### src/rtl/cdwa_if.sv
// Write-port bundle for the cdwa arbiter: requester side (en/addr/data/grant)
// and the registered downstream write port with its stall.
interface cdwa_if #(
   parameter int NCH      = 3,
   parameter int BANKBITS = 5,
   parameter int WORDBITS = 9,
   parameter int DATABITS = 32
);
   localparam int A  = BANKBITS + WORDBITS;
   localparam int CW = ($clog2(NCH) > 1) ? $clog2(NCH) : 1;

   logic [NCH-1:0]          i_en;
   logic [NCH*A-1:0]        i_addr;
   logic [NCH*DATABITS-1:0] i_data;
   logic [NCH-1:0]          i_grnt;
   logic                    o_stall;
   logic                    o_en;
   logic [A-1:0]            o_addr;
   logic [DATABITS-1:0]     o_data;
   logic [CW-1:0]           o_chan;

   modport master (
      output i_en, i_addr, i_data, o_stall,
      input  i_grnt, o_en, o_addr, o_data, o_chan
   );

   modport slave (
      input  i_en, i_addr, i_data, o_stall,
      output i_grnt, o_en, o_addr, o_data, o_chan
   );
endinterface

### src/rtl/cdwa.sv
// Contended-write arbiter: picks one of NCH write requesters per cycle
// (fixed priority or round-robin), registers the winner, counts contention.
module cdwa #(
   parameter int NCH      = 3,
   parameter int BANKBITS = 5,
   parameter int WORDBITS = 9,
   parameter int DATABITS = 32,
   parameter int MODE     = 0
) (
   input  logic        clk,
   input  logic        rst_n,
   cdwa_if.slave       bus,
   input  logic        cnt_clr,
   output logic [15:0] o_conflicts
);
   localparam int A  = BANKBITS + WORDBITS;
   localparam int CW = ($clog2(NCH) > 1) ? $clog2(NCH) : 1;

   logic [CW-1:0]       ptr;
   logic [CW-1:0]       win;
   logic                win_vld;
   logic [CW-1:0]       first_idx;
   logic                first_vld;
   logic [CW-1:0]       above_idx;
   logic                above_vld;
   logic                grant_ok;
   logic [A-1:0]        win_addr;
   logic [DATABITS-1:0] win_data;
   logic                seen_one;
   logic                multi;

   // Round-robin is done as two scans: lowest requester above ptr, else the
   // lowest requester overall; identical to an upward search with wrap.
   always_comb begin
      first_idx = '0;
      first_vld = 1'b0;
      above_idx = '0;
      above_vld = 1'b0;
      for (int unsigned i = 0; i < NCH; i++) begin
         if (bus.i_en[i]) begin
            if (!first_vld) begin
               first_idx = CW'(i);
               first_vld = 1'b1;
            end
            if (!above_vld && (CW'(i) > ptr)) begin
               above_idx = CW'(i);
               above_vld = 1'b1;
            end
         end
      end
   end

   always_comb begin
      win     = first_idx;
      win_vld = first_vld;
      if (MODE == 1 && above_vld) begin
         win = above_idx;
      end
   end

   assign grant_ok = rst_n & ~bus.o_stall & win_vld;

   always_comb begin
      bus.i_grnt = '0;
      win_addr   = '0;
      win_data   = '0;
      for (int unsigned i = 0; i < NCH; i++) begin
         if (win == CW'(i)) begin
            bus.i_grnt[i] = grant_ok;
            win_addr      = bus.i_addr[i*A +: A];
            win_data      = bus.i_data[i*DATABITS +: DATABITS];
         end
      end
   end

   always_comb begin
      seen_one = 1'b0;
      multi    = 1'b0;
      for (int unsigned i = 0; i < NCH; i++) begin
         if (bus.i_en[i]) begin
            if (seen_one) begin
               multi = 1'b1;
            end
            seen_one = 1'b1;
         end
      end
   end

   always_ff @(posedge clk or negedge rst_n) begin
      if (!rst_n) begin
         bus.o_en   <= 1'b0;
         bus.o_addr <= '0;
         bus.o_data <= '0;
         bus.o_chan <= '0;
         ptr        <= CW'(NCH - 1);
      end else if (!bus.o_stall) begin
         bus.o_en <= win_vld;
         if (win_vld) begin
            bus.o_addr <= win_addr;
            bus.o_data <= win_data;
            bus.o_chan <= win;
            if (MODE == 1) begin
               ptr <= win;
            end
         end
      end
   end

   always_ff @(posedge clk or negedge rst_n) begin
      if (!rst_n) begin
         o_conflicts <= '0;
      end else if (cnt_clr) begin
         o_conflicts <= '0;
      end else if (!bus.o_stall && multi && (o_conflicts != '1)) begin
         o_conflicts <= o_conflicts + 16'd1;
      end
   end
endmodule

### src/flat_wrapper.sv
// flat-port wrapper written by rule: the top's interface ports become plain ports
module cdwa_flat 
#(
   parameter int NCH      = 3,
   parameter int BANKBITS = 5,
   parameter int WORDBITS = 9,
   parameter int DATABITS = 32,
   parameter int MODE     = 0
)
  (clk, rst_n, cnt_clr, o_conflicts, bus_i_en, bus_i_addr, bus_i_data, bus_o_stall, bus_i_grnt, bus_o_en, bus_o_addr, bus_o_data, bus_o_chan);
  cdwa_if #(.NCH(NCH), .BANKBITS(BANKBITS), .WORDBITS(WORDBITS), .DATABITS(DATABITS)) bus_i ();
  input  logic clk;
  input  logic rst_n;
  input  logic cnt_clr;
  output logic [15:0] o_conflicts;
  input wire logic [$bits(bus_i.i_en)-1:0] bus_i_en;
  input wire logic [$bits(bus_i.i_addr)-1:0] bus_i_addr;
  input wire logic [$bits(bus_i.i_data)-1:0] bus_i_data;
  input wire logic [$bits(bus_i.o_stall)-1:0] bus_o_stall;
  output wire logic [$bits(bus_i.i_grnt)-1:0] bus_i_grnt;
  output wire logic [$bits(bus_i.o_en)-1:0] bus_o_en;
  output wire logic [$bits(bus_i.o_addr)-1:0] bus_o_addr;
  output wire logic [$bits(bus_i.o_data)-1:0] bus_o_data;
  output wire logic [$bits(bus_i.o_chan)-1:0] bus_o_chan;
  assign bus_i.i_en = bus_i_en;
  assign bus_i.i_addr = bus_i_addr;
  assign bus_i.i_data = bus_i_data;
  assign bus_i.o_stall = bus_o_stall;
  assign bus_i_grnt = bus_i.i_grnt;
  assign bus_o_en = bus_i.o_en;
  assign bus_o_addr = bus_i.o_addr;
  assign bus_o_data = bus_i.o_data;
  assign bus_o_chan = bus_i.o_chan;
  cdwa #(.NCH(NCH), .BANKBITS(BANKBITS), .WORDBITS(WORDBITS), .DATABITS(DATABITS), .MODE(MODE)) u_core (.clk(clk), .rst_n(rst_n), .bus(bus_i), .cnt_clr(cnt_clr), .o_conflicts(o_conflicts));
endmodule
### config.mk
export PLATFORM = sky130hd
export DESIGN_NAME = cdwa_flat
export DESIGN_NICKNAME = d
export VERILOG_FILES = /design/src/rtl/cdwa_if.sv /design/src/rtl/cdwa.sv /design/src/flat_wrapper.sv
export SDC_FILE = /design/constraint.sdc
export NUM_CORES = 1
export LEC_CHECK = 0
export ABC_CLOCK_PERIOD_IN_PS = 2450
export BUFFER_PORTS_ARGS = -buffer_cell sky130_fd_sc_hd__buf_2
export CORE_ASPECT_RATIO = 2
export CORE_MARGIN = 5
export CORE_UTILIZATION = 44
export CTS_BUF_LIST = sky130_fd_sc_hd__clkbuf_2
export CTS_CLUSTER_SIZE = 12
export DETAILED_ROUTE_END_ITERATION = 10
export PLACE_DENSITY = 0.79
export SYNTH_ARGS = -nofsm -noshare
export SYNTH_HDL_FRONTEND = slang
export SYNTH_SLANG_ARGS = --single-unit
### constraint.sdc
create_clock -name clk -period 2.45 [get_ports clk]
set_clock_uncertainty 0.05 [all_clocks]
set_input_delay 0.1225 -clock clk [delete_from_list [all_inputs] [get_ports clk]]
set_output_delay 0.1225 -clock clk [all_outputs]
set_load 0.01 [all_outputs]
==> impl_metrics.env <==
export IMPL_grt_start_max_net_pins=96
export IMPL_ys_warn_count=0
export IMPL_critPathSlowestCell="dfrtp_1"
export IMPL_status="completed"
export IMPL_gr_total_overflow=0
export IMPL_grt_use_met2=0.506
export IMPL_via_per_inst=5.50
export IMPL_cts_buffers=9
export IMPL_regToRegStartpoint="u_core.o_conflicts[0]"
export IMPL_ys_ff_latch=65
export IMPL_antenna_found_initial=2
export IMPL_reg2reg_slack_ns=0.32
export IMPL_grt_busiest_layer="met2"
export IMPL_fin_crit_sh=0.868
export IMPL_initial_core_util=0.454
export IMPL_power_total_w=0.00290
export IMPL_routabilityCongestion=0.866
export IMPL_critical_path_class="flop to flop"
export IMPL_slowest_delay_ns=0.46
export IMPL_synthCells=360
export IMPL_hold_viol_final=0
export IMPL_grt_pass1_wl_um=20800
export IMPL_crit_end="u_core.o_conflicts[15]"
export IMPL_p_comb_frac=0.284
export IMPL_path_clk_slew_ns=0.20
export IMPL_p_leak_nw=2.66
export IMPL_p_int_w=0.00205
export IMPL_yosys_top_cells_area="dfrtp_1 (49%), a22oi_1 (10%), a31oi_1 (8.7%)"
export IMPL_cts_hold_buf=96
export IMPL_clk_latency_ns=0.51
export IMPL_clkSinkCount=65
export IMPL_power_frac_seq=0.429
export IMPL_critPathLaunchType="flop"
export IMPL_drt_pass1_iterations=6
export IMPL_power_switching_share=0.291
export IMPL_num_nets_final=804
export IMPL_fin_setup_tns_ns=0
export IMPL_grt_pass1_vias=4387
export IMPL_met1_usage=0.286
export IMPL_crit_chain="ha_1 > nand4_1 > nor3_2 > nor3_4 > nand4_1 > mux2_1"
export IMPL_cp_max_fo=5
export IMPL_synth_top_area_cell="dfrtp_1"
export IMPL_r2r_worst_path_cells=6
export IMPL_dpl_worst_slack_ns=0.322
export IMPL_cp_required_ns=2.83
export IMPL_fp_coreArea_um2=7270
export IMPL_clock_fmax_mhz=470
export IMPL_end_kind="flop"
export IMPL_post_cts_buffers=0
export IMPL_synth_nets=506
export IMPL_rows=44
export IMPL_period_needed_ns=2.13
export IMPL_grt_util_all_layers=0.278
export IMPL_drc=0
export IMPL_cp_arrival_ns=2.50
export IMPL_cts_resized=0
export IMPL_wirelength_um=13200
export IMPL_vias=4155
export IMPL_max_slew_margin=0.261
export IMPL_fillers=518
export IMPL_drtIter0Drc=344
export IMPL_hold_class="input pin to async pin"
export IMPL_grt_setup_unrepaired="false"
export IMPL_ys_seq_area_frac=0.493
export IMPL_cp_common_cell="nand4_1"
export IMPL_clkPwrFrac=0.286
export IMPL_finalSetupViolCount=0
export IMPL_wl_per_cell_um=17.5
export IMPL_drv_slew=0
export IMPL_final_common_cell="buf_2"
export IMPL_worst_pin_slew_ns=1.11
export IMPL_die_area_um2=9440
export IMPL_root_buffer="clkbuf_2"
export IMPL_synthDistinctLibCells=34
export IMPL_ios=213
export IMPL_r2r_end="u_core.o_conflicts[15]"
export IMPL_use_met3=0.0653
export IMPL_port_buffers=212
export IMPL_postSynthAreaPerCell_um2=9.17
export IMPL_power_density_nw_per_um2=522
export IMPL_drive_gt1_frac=0.367
export IMPL_ir_drop_mv=0.384
export IMPL_htree_levels=3
export IMPL_final_cell_mix="buf_2 (212), dlygate4sd3_1 (96), dfrtp_1 (65)"
export IMPL_clock_path_buffers=2
export IMPL_setup_ws_ns=0.324
export IMPL_die_h_um=132
export IMPL_cap_viol_max_count=0
export IMPL_ant_nets=0
export IMPL_synth_top_area_frac=0.493
export IMPL_netlist_area_um2=3300
export IMPL_area_delta_synth_final_pct=68.2
export IMPL_cts_tree="built"
export IMPL_startpoint="u_core.o_conflicts[0]"
export IMPL_dp_hpwl_um=8520
export IMPL_power_switching_w=0.000843
export IMPL_die_x_um=71.2
[worst min-delay path by stage]
stage / cells after the start / start / endpoint
2_1_floorplan: 0 / rst_n / u_core.bus.o_addr[0]
3_3_place_gp: 1 / rst_n / u_core.bus.o_data[13]
3_5_place_dp: 1 / rst_n / u_core.bus.o_chan[1]
4_1_cts: 3 / rst_n / u_core.bus.o_data[9]
5_1_grt: 3 / rst_n / u_core.bus.o_data[9]
6_report: 3 / rst_n / u_core.bus.o_data[6]
[layer usage]
layer | part of all wire | vias to the layer above
li1 | - | 1904
met1 | 0.33 | 1986
met2 | 0.55 | 215
met3 | 0.072 | 48
met4 | 0.041 | 2
met5 | 0.00098 | -
[synth_stat cells, drive strengths merged]
library cell and n:
and3 3, xnor2 13, nand4 5, a31oi 46, maj3 1, a21o 1, nor2 65, nand3b 1
dfrtp 65, ha 1, buf 13, o2bb2ai 2, nand2 51, nor3b 3, nor4b 2, inv 3
a22oi 46, o21ai 1, clkbuf 13, a21oi 1, nor2b 3, nand3 6, mux2 2, nor3 6
and2 1, nor4 5, and4 1
[cells by family after synthesis]
| family | share of synthesized area |
|---|---|
| AO/OA/AOI/OAI | 0.203 |
| XOR/XNOR | 0.0345 |
| adder cells (fa/ha/maj) | 0.00683 |
| buffers and inverters | 0.0356 |
| flip-flops | 0.493 |
| multiplexers | 0.00683 |
| AND/OR/NAND/NOR | 0.221 |
[critical path, delay by kind of cell, from the launching register on]
kind	cells	cell delay, ns
adders and majority gates	1	0.26
DFF	1	0.46
muxes	1	0.33
and+or+nand+nor	4	0.95
[state kept, by name (all words and copies together) (netlist names)]
register            count
u_core.o_conflicts     16
u_core.bus.o_addr      14
u_core.bus.o_chan       2
u_core.bus.o_data      32
u_core.bus.o_en         1
[per-stage QoR]
step,hold WS [ns],cells,util,cell area (um2)
4_1_cts,0.124,755,0.763,5550
5_1_grt,0.148,756,0.764,5550
3_3_place_gp,-0.0866,643,0.610,4430
6_report,0.168,756,0.764,5550
3_5_place_dp,-0.0850,643,0.610,4430
2_1_floorplan,-0.223,360,-,3300
[layout make-up]
class                      instances  area, um2  area share
tap                               92        115      0.0207
sequential                        65       1630       0.293
clock buffer                       9       45.0     0.00812
timing repair buffer             313       2060       0.371
clock inverter                     7        109      0.0196
multi-input combinational        266       1580       0.285
antenna                            1       2.50    0.000451
inverter                           3       11.3     0.00203
[power by group through the flow]
stage | clock network [W] | logic [W] | registers, W
after floorplan | 0 | 0.000218 | 0.00132
after global placement | 0 | 0.000580 | 0.00126
after detailed placement | 0 | 0.000596 | 0.00126
after CTS | 0.000848 | 0.000804 | 0.00124
after global routing | 0.000890 | 0.000892 | 0.00126
final | 0.000829 | 0.000823 | 0.00124
Power figures use the tool's default switching activity.
